## src/rtl/adder_result_accum.sv

```systemverilog
// rtl/adder_result_accum.sv - frame accumulator for the four 2-bit adder results (optional ACC_SAT_EN saturation)

module adder_result_accum #(
    parameter int ACC_W       = 8,
    parameter int NUM_SAMPLES = 16,
    localparam int CNT_W      = $clog2(NUM_SAMPLES + 1)
) (
    input  logic             clk,
    input  logic             reset,
    input  logic             ena,
    input  logic             clear,
    input  logic             in_valid,
    output logic             in_ready,
    input  logic [1:0]       in_z,
    input  logic [1:0]       in_x,
    input  logic [1:0]       in_y,
    input  logic [1:0]       in_v,
    output logic             out_valid,
    input  logic             out_ready,
    output logic [ACC_W-1:0] acc_out,
    output logic [CNT_W-1:0] beat_cnt,
    output logic             overflow
);

    localparam logic [1:0] S_IDLE  = 2'd0;
    localparam logic [1:0] S_ACCUM = 2'd1;
    localparam logic [1:0] S_DONE  = 2'd2;

    logic [1:0]       state;
    logic [3:0]       beat_sum;
    logic [ACC_W:0]   acc_base;
    logic [ACC_W:0]   sum_full;
    logic [ACC_W-1:0] acc_next;
    logic             carry;
    logic             accept;
    logic             last_beat;

    assign beat_sum = {2'b00, in_z} + {2'b00, in_x} + {2'b00, in_y} + {2'b00, in_v};

    // A new frame starts from zero regardless of what acc_out held.
    assign acc_base = (state == S_IDLE) ? '0 : {1'b0, acc_out};
    assign sum_full = acc_base + {{(ACC_W - 3){1'b0}}, beat_sum};
    assign carry    = sum_full[ACC_W];

`ifdef ACC_SAT_EN
    assign acc_next = carry ? {ACC_W{1'b1}} : sum_full[ACC_W-1:0];
`else
    assign acc_next = sum_full[ACC_W-1:0];
`endif

    assign in_ready  = ena & (state != S_DONE) & ~clear & ~reset;
    assign accept    = in_valid & in_ready;
    assign last_beat = (beat_cnt == CNT_W'(NUM_SAMPLES - 1));
    assign out_valid = (state == S_DONE);

    always_ff @(posedge clk) begin
        if (reset || clear) begin
            state    <= S_IDLE;
            acc_out  <= '0;
            beat_cnt <= '0;
            overflow <= 1'b0;
        end else if (ena) begin
            case (state)
                S_IDLE, S_ACCUM: begin
                    if (accept) begin
                        acc_out  <= acc_next;
                        beat_cnt <= beat_cnt + 1'b1;
                        overflow <= overflow | carry;
                        state    <= last_beat ? S_DONE : S_ACCUM;
                    end
                end
                S_DONE: begin
                    if (out_ready) begin
                        state    <= S_IDLE;
                        acc_out  <= '0;
                        beat_cnt <= '0;
                        overflow <= 1'b0;
                    end
                end
                default: state <= S_IDLE;
            endcase
        end
    end

endmodule

```

## config.mk

```make
export PLATFORM = sky130hd
export DESIGN_NAME = adder_result_accum
export DESIGN_NICKNAME = d
export VERILOG_FILES = /design/src/rtl/adder_result_accum.sv
export SDC_FILE = /design/constraint.sdc
export NUM_CORES = 1
export LEC_CHECK = 0
export BUFFER_PORTS_ARGS = -buffer_cell sky130_fd_sc_hd__clkbuf_2
export CORE_ASPECT_RATIO = 0.75
export CORE_MARGIN = 8
export CORE_UTILIZATION = 50
export CTS_CLUSTER_SIZE = 14
export DETAILED_ROUTE_END_ITERATION = 6
export MAX_ROUTING_LAYER = met4
export PLACE_DENSITY = 0.76
export SLEW_MARGIN = 20
export SYNTH_ARGS = -nofsm -noshare
export SYNTH_HDL_FRONTEND = slang
export SYNTH_SLANG_ARGS = --single-unit
export TNS_END_PERCENT = 30
```

## constraint.sdc

```tcl
create_clock -name clk -period 5.05 [get_ports clk]
set_input_delay 1.01 -clock clk [delete_from_list [all_inputs] [get_ports clk]]
set_output_delay 1.01 -clock clk [all_outputs]
set_load 0.05 [all_outputs]
```

# ---- Word-level counts from Yosys, hierarchy flattened
# Cells that the tools add are included.
dict set report word_totals {
  ff_bits 16
  wordCells 42
}
dict set report classes {
  n_addsub 5
  eq_ne 6
  n_mux 14
  bitwise 7
  reduce_logical 6
}
# operator count
set op_table {}
lappend op_table {{8-bit two-way mux} 3}
lappend op_table {{8-bit case mux with 2 select lines} 1}
lappend op_table {{5-bit two-way mux} 2}
lappend op_table {{5-bit case mux with 2 select lines} 1}
lappend op_table {{8-bit by 4-bit adder with 9-bit output} 1}
lappend op_table {{2-bit two-way mux} 3}
lappend op_table {{5-bit by 1-bit adder with 5-bit output (second input constant)} 1}
lappend op_table {{5-bit by 4-bit equality test with 1-bit output (second input constant)} 1}
lappend op_table {{3-bit by 2-bit adder with 4-bit output} 1}
lappend op_table {{4-bit by 2-bit adder with 4-bit output} 1}
lappend op_table {{1-bit AND} 4}
lappend op_table {{2-bit inequality test (second input constant)} 2}
lappend op_table {{2-bit case mux with 2 select lines} 1}
lappend op_table {{4-bit AND reduction} 1}
lappend op_table {{2-bit by 2-bit adder with 3-bit output} 1}
lappend op_table {{3-bit AND reduction} 1}
lappend op_table {{2-bit by 1-bit equality test with 1-bit output (second input constant)} 1}
lappend op_table {{2-bit equality test (second input constant)} 1}
lappend op_table {{2-bit logical NOT} 1}
lappend op_table {{1-bit two-way mux} 2}
lappend op_table {{2-bit by 1-bit inequality test with 1-bit output (second input constant)} 1}
lappend op_table {{1-bit inverter} 2}
lappend op_table {{1-bit case mux with 2 select lines} 1}
lappend op_table {{2-bit nonzero test} 1}
lappend op_table {{3 further kinds} 3}

# ---- Depth between registers and ports, before layout
# Gate-level depths: netlist of run 1.
dict set report depth {
  word_depth 7
  mapped_depth 11
  depth_no_buf 11
}

# ---- Worst setup path after synthesis of run 1
# No wires, ideal clock.
dict set report synth_path {
  path_kind {input port to flip-flop}
  start {in in_z[0]}
  end {reg acc_out[6]}
  setup_time_ps 88
  arrival_ps 3335
  t_required_ps 4962
  path_slack_ps 1626
  cell_stages 11
  n_path_buf 0
  cell_sequence {fa_1 > inv_1 > fa_1 > nor2_1 > nor2_1 > fa_1 > nor2b_1 > o21ai_1 > nand2_1 > a41oi_2 > a311oi_2}
}
dict set report synth_via {
  elab_chain_cells 6
}
# item line
set synth_lines {}
lappend synth_lines {{start: declaration} 14} ;# input logic [1:0] in_z,
lappend synth_lines {{2-bit by 2-bit adder with 3-bit output} 38} ;# assign beat_sum = {2'b00, in_z} + {2'b00, in_x} + {2'b00, in_y} + {2'b00, in_v};
lappend synth_lines {{3-bit by 2-bit adder with 4-bit output} 38}
lappend synth_lines {{4-bit by 2-bit adder with 4-bit output} 38}
lappend synth_lines {{8-bit by 4-bit adder with 9-bit output} 42} ;# assign sum_full = acc_base + {{(ACC_W - 3){1'b0}}, beat_sum};
lappend synth_lines {{8-bit two-way mux} 65} ;# if (accept) begin
lappend synth_lines {{8-bit case mux with 2 select lines} 63} ;# case (state)
lappend synth_lines {{end signal: assignment} 66} ;# acc_out <= acc_next;
lappend synth_lines {{end: declaration} 20} ;# output logic [ACC_W-1:0] acc_out,
# Every way passes these cells. The select of a mux whose other input is x is not followed.
# A chain may end at the register's enable or synchronous reset.

# ---- Final worst setup path of run 1
# Same ends and word-level chain as after synthesis.

==> impl_metrics.env, run 1 <==
export IMPL_ant_nets=0
export IMPL_synth_edff_count=0
export IMPL_route_vias_total=1084
export IMPL_drcViolationCount=0
export IMPL_cts_sinks=16
export IMPL_netlist_instances=137
export IMPL_slew_violations=0
export IMPL_cts_root_buf="clkbuf_4"
export IMPL_synth_seq_cells=16
export IMPL_rows=15
export IMPL_rr_endpoint="acc_out[6]"
export IMPL_async_flop_share_pct=0
export IMPL_dp_hpwl_mm=2.179
export IMPL_synth_top_area_share_pct=28.01
export IMPL_maxSlewHeadroom_pct=51.89
export IMPL_final_hold_violation_count=0
export IMPL_drtIter0Drc=69
export IMPL_power_leakage_nw=0.6179
export IMPL_dr_pass1_iters=4
export IMPL_clock_path_buffers=2
export IMPL_viasPerCell=5.675
export IMPL_portBuffers=29
export IMPL_synth_seq_area_share_pct=28.01
export IMPL_gp_congestion=0.8413
export IMPL_ys_types=45
export IMPL_r2r_start="state[1]"
export IMPL_critPathMaxStageDelay_ns=0.57
export IMPL_clkTransAtPathRegs_ns=0.10
export IMPL_die_w_um=71.23
export IMPL_n_fill_cell=200
export IMPL_clk_latency_ns=0.29
export IMPL_initial_core_util_pct=51.20
export IMPL_synth_top_cell_by_area="dfxtp_1"
export IMPL_cp_endpoint="acc_out[6]"
export IMPL_syn_to_final_growth_pct=17.07
export IMPL_layout_drive_gt1_share_pct=24.70
export IMPL_h_tree_depth=1
export IMPL_worst_r2r_path_depth=9
export IMPL_antenna_cells=0
export IMPL_grt_pass1_wl_mm=4.657
export IMPL_arrival_ns=3.56
export IMPL_worst_pin_slew_ns=0.7168
export IMPL_io_pins=30
export IMPL_worstSetupPathType="primary input to flop"
export IMPL_wire_per_inst_um=14.28
export IMPL_setup_viol=0
export IMPL_worst_path_most_repeated_cell="fa_1"
export IMPL_crit_path_start="in_z[0]"
export IMPL_cp_cell_sequence="clkbuf_2 > fa_1 > inv_1 > fa_1 > nor2_1 > nor2_1 > fa_1 > nor2b_1 > o21ai_1 > nand2_1 > a41oi_2 > a311oi_2"
export IMPL_dieArea_um2=4089
export IMPL_core_area_um2=2233
export IMPL_synth_area_per_cell_um2=8.347
export IMPL_yosysMostFrequentCell="nor2_1"
export IMPL_ir_worst_vdd_uv=86.59
export IMPL_synthTopCellsByCount="nor2_1 (18), dfxtp_1 (16), inv_1 (15)"
export IMPL_status="finished clean"
export IMPL_rsz0062_at_grt="false"
export IMPL_cts_tree="built"
export IMPL_crit_fanout=4
export IMPL_cts_resized=0
export IMPL_finalCriticalPeriod_ns=3.349
export IMPL_cts_buffers=3
export IMPL_grt_pass1_vias=1051
export IMPL_regToRegSetupSlack_ns=2.20
export IMPL_routed_wl_mm=2.727
export IMPL_grt_usage_pct=14.39
export IMPL_synthTopCellsByArea="dfxtp_1 (28%), fa_1 (8.8%), ha_1 (7.7%)"
export IMPL_start_kind="primary input"
export IMPL_synth_top_flop_cell="dfxtp_1"
export IMPL_grt_start_max_net_pins=14
export IMPL_holdBufCountCts=0
export IMPL_synthesis_nets=163
export IMPL_cellPowerDensity_nw_per_um2=208.3
export IMPL_fin_skew_ns=0.004512
export IMPL_final_nets=193
export IMPL_postCtsSetupBuffers=0
export IMPL_finalCritPeriodShare_pct=66.31
export IMPL_grt_remaining_overflow=0
export IMPL_setup_tns_ns=0
export IMPL_crit_required_ns=5.26
export IMPL_worst_setup_path_end_kind="flop"
export IMPL_synth_cell_area_um2=1144
export IMPL_antenna_found_initial=0
export IMPL_die_y_um=57.42
export IMPL_synth_warnings=0
export IMPL_hold_path_class="flop to flop"
export IMPL_clock_fmax_mhz=298.6
export IMPL_cap_viol_max_count=0
export IMPL_finalPower_mw=0.2789
export IMPL_slowest_stage="fa_1"
routing by layer:
layer | up-vias | wire (um) | GRT usage (%)
met4 | 0 | 5 | 2.655
met3 | 2 | 194 | 5.944
met2 | 35 | 1233 | 22.32
met5 | - | 0 | -
met1 | 512 | 1294 | 17.15
li1 | 535 | - | -
how the worst min path moves through the flow:
stage,start,end,slack (ns),cells past startpoint
after CTS,overflow,overflow,0.51,2
after detailed placement,overflow,overflow,0.49,2
final,overflow,overflow,0.51,2
after global placement,overflow,overflow,0.48,2
after global routing,overflow,overflow,0.58,2
after floorplan,state[0],state[0],0.50,2
layout by cell type, fill, tap and decap left out, drive strengths merged, types with 2 or more instances in the layout:
cell type | netlist | final
and3 | 2 | 2
o21ai | 5 | 5
fa | 5 | 5
nand2 | 13 | 13
and2 | 3 | 3
a21oi | 5 | 5
or2 | 2 | 2
a32oi | 2 | 2
dfxtp | 16 | 16
nand2b | 2 | 2
or3 | 2 | 2
nor2 | 19 | 19
a41oi | 2 | 2
nand3 | 4 | 4
xor2 | 3 | 3
nor3 | 3 | 3
a31oi | 3 | 3
ha | 7 | 7
clkbuf | 2 | 33
a22oi | 3 | 3
inv | 15 | 15
final cells by class:
class	count	area, um^2	area share [%]
multi-input cells	102	749.5	55.98
well taps	25	31.28	2.336
repair buffers	29	145.1	10.84
flip-flops and latches	16	320.3	23.93
clock buffers	4	36.28	2.710
inverters	15	56.30	4.206
kinds of logic after synthesis:
group / Yosys count / share of synthesized area (%)
AND/OR/NAND/NOR: 54 / 25.06
AO/OA/AOI/OAI: 32 / 21.01
buffers and inverters: 19 / 6.455
flip-flops: 16 / 28.01
adder cells (fa/ha/maj): 12 / 16.41
XOR/XNOR: 4 / 3.064
state kept, by name, indices dropped and copies added, names as in the netlist:
| name | count |
|---|---|
| acc_out | 8 |
| state | 2 |
| beat_cnt | 5 |
| overflow | 1 |
metrics by stage:
step / area [um^2] / hold slack [ns] / util, % / cells / setup slack [ns]
2_1_floorplan: 1144 / 0.5034 / - / 137 / 1.626
3_3_place_gp: 1303 / 0.4824 / 58.32 / 187 / 1.468
3_5_place_dp: 1303 / 0.4906 / 58.32 / 187 / 1.406
4_1_cts: 1339 / 0.5126 / 59.94 / 191 / 1.706
5_1_grt: 1339 / 0.5810 / 59.94 / 191 / 1.522
6_report: 1339 / 0.5130 / 59.94 / 191 / 1.701
worst max-delay path, delay by kind of cell:
kind                     cells  cell delay, ns
AO/OA/AOI/OAI                3            0.46
buffers and inverters        2            0.16
AND/OR/NAND/NOR              4            0.47
adder cells (fa/ha/maj)      3            1.46
power by group:
| part | internal [mW] | total (mW) | switching, mW |
|---|---|---|---|
| logic | 0.0252 | 0.0627 | 0.0375 |
| clock network | 0.0440 | 0.0883 | 0.0444 |
| registers | 0.127 | 0.128 | 0.000959 |
Power figures use the tool's default switching activity.
==> run 2: changes to the inputs <==
- clock period: 5.05 -> 3.25 ns (I/O delays scaled with it)
==> impl_metrics.env, run 2 (synthesized netlist as in run 1, its figures left out) <==
export IMPL_maxSlewHeadroom_pct=50.77
export IMPL_rr_endpoint="acc_out[6]"
export IMPL_hold_start="overflow"
export IMPL_cts_resized=0
export IMPL_setup_viol=0
export IMPL_p_seq_share_pct=45.4
export IMPL_cap_viol_max_count=0
export IMPL_final_common_cell="clkbuf_2"
export IMPL_worst_path_most_repeated_cell="fa_1"
export IMPL_grt_remaining_overflow=0
export IMPL_cp_cell_sequence="clkbuf_2 > fa_1 > inv_1 > fa_1 > nor2_1 > nor2_1 > fa_1 > nor2b_1 > o21ai_1 > nand2_1 > a41oi_2 > a311oi_2"
export IMPL_largest_register="acc_out"
export IMPL_largest_reg_flops=8
export IMPL_critPathMaxStageDelay_ns=0.58
export IMPL_die_y_um=57.42
export IMPL_antenna_cells=0
export IMPL_route_vias_total=1062
export IMPL_clock_fmax_mhz=334.4
export IMPL_wire_per_inst_um=14.42
export IMPL_core_area_um2=2233
export IMPL_crit_fanout=4
export IMPL_wl_met2_mm=1.241
export IMPL_p_sw_mw=0.1297
export IMPL_worst_r2r_path_depth=10
export IMPL_worstSetupPathType="primary input to flop"
export IMPL_grt_start_max_net_pins=14
export IMPL_rows=15
export IMPL_ant_nets=0
export IMPL_antenna_found_initial=0
export IMPL_dr_pass1_iters=4
export IMPL_clk_latency_ns=0.30
export IMPL_pwr_share_clk_pct=31.2
export IMPL_drtIter0Drc=57
export IMPL_whs_endpoint="overflow"
export IMPL_clock_path_buffers=2
export IMPL_io_pins=30
export IMPL_slowest_stage="fa_1"
export IMPL_finalPower_mw=0.4377
export IMPL_drcViolationCount=0
export IMPL_grt_pass1_vias=1016
export IMPL_grt_usage_pct=14.27
export IMPL_routed_wl_mm=2.783
export IMPL_gp_congestion=0.8571
export IMPL_h_tree_depth=1
export IMPL_portBuffers=29
export IMPL_viasPerCell=5.503
export IMPL_top_regs="acc_out (8), beat_cnt (5), state (2)"
export IMPL_placedInstanceArea_um2=1318
export IMPL_clkTransAtPathRegs_ns=0.09
export IMPL_p_sw_share_pct=29.63
export IMPL_cellPowerDensity_nw_per_um2=323.3
export IMPL_top_layer="met4"
export IMPL_rsz0062_at_grt="false"
export IMPL_syn_to_final_growth_pct=18.38
export IMPL_start_kind="primary input"
export IMPL_crit_required_ns=3.46
export IMPL_ir_worst_vdd_uv=163.0
export IMPL_cts_sinks=16
export IMPL_fin_skew_ns=0.005033
export IMPL_finalCritPeriodShare_pct=92.01
export IMPL_arrival_ns=3.20
export IMPL_regToRegSetupSlack_ns=0.55
export IMPL_r2r_start="state[1]"
export IMPL_intPower_mw=0.3080
export IMPL_status="finished clean"
export IMPL_power_leakage_nw=0.6280
export IMPL_design_area_um2=1354
export IMPL_hold_path_class="flop to flop"
export IMPL_mostFrequentLayoutCells="clkbuf_2 (29), nor2_1 (18), dfxtp_1 (16)"
export IMPL_dieArea_um2=4089
export IMPL_cts_root_buf="clkbuf_4"
export IMPL_cts_tree="built"
export IMPL_slew_violations=0
export IMPL_final_hold_violation_count=0
export IMPL_final_nets=195
export IMPL_finalCriticalPeriod_ns=2.990
export IMPL_initial_core_util_pct=51.20
export IMPL_pwr_share_comb_pct=23.4
export IMPL_die_w_um=71.23
export IMPL_wl_met1_mm=1.358
export IMPL_setup_tns_ns=0
export IMPL_worst_setup_path_end_kind="flop"
export IMPL_layout_drive_gt1_share_pct=25.60
export IMPL_holdBufCountCts=0
export IMPL_crit_family="adder cells"
export IMPL_worst_pin_slew_ns=0.7336
export IMPL_postCtsSetupBuffers=0
export IMPL_cts_buffers=3
export IMPL_dp_hpwl_mm=2.189
export IMPL_grt_pass1_wl_mm=4.698
export IMPL_wl_met3_um=170
export IMPL_hold_depth=2
export IMPL_path_depth=12
export IMPL_path_buf_inv=2
## run 2: cell count changes in the layout (fill, tap and decap cells not counted)
cell	before	now
buf_4	0	2
## run 2: per-stage QoR
stage	hold WS, ns	instances	util, %	setup WS [ns]
2_1_floorplan	0.5034	137	-	0.1864
3_3_place_gp	0.4821	189	58.99	0.04269
3_5_place_dp	0.4959	189	58.99	-0.03095
4_1_cts	0.5188	193	60.62	0.2580
5_1_grt	0.5629	193	60.62	0.1085
6_report	0.5155	193	60.62	0.2596
## run 2: worst max-delay path by stage
stage | startpoint | to | slack [ns]
CTS | in_z[0] | acc_out[6] | 0.26
global route | in_z[0] | acc_out[6] | 0.11
floorplan | in_z[0] | acc_out[6] | 0.19
finish | in_z[0] | acc_out[6] | 0.26
detailed placement | in_z[0] | acc_out[6] | -0.03
global placement | in_z[0] | acc_out[6] | 0.04
## run 2: worst reg2reg max path: stages (launching register included)
cell      delay [ns]
dfxtp_1         0.58
o21ai_1         0.23
fa_1            0.48
nor2_1          0.12
nor2_1          0.06
fa_1            0.40
nor2b_1         0.13
o21ai_1         0.08
nand2_1         0.16
a41oi_2         0.14
a311oi_2        0.25
## run 2: power groups by stage
stage | Clock (mW) | Combinational (mW) | Sequential [mW]
6_report | 0.137 | 0.102 | 0.199
5_1_grt | 0.144 | 0.115 | 0.199
4_1_cts | 0.137 | 0.101 | 0.199
3_5_place_dp | 0 | 0.100 | 0.203
3_3_place_gp | 0 | 0.0970 | 0.203
2_1_floorplan | 0 | 0.0684 | 0.206
## run 2: layout make-up
| class | count | area (um^2) |
|---|---|---|
| clock buffer | 4 | 36.28 |
| fill | 215 | 879.6 |
| inverter | 15 | 56.30 |
| multi-input combinational | 102 | 749.5 |
| sequential | 16 | 320.3 |
| tap | 25 | 31.28 |
| timing repair buffer | 31 | 160.2 |
## run 2: per-layer routing
metal,vias to the layer above,global-route usage (%)
met5,-,-
met4,0,1.770
met3,2,4.545
met2,27,22.58
met1,497,17.72
li1,536,-
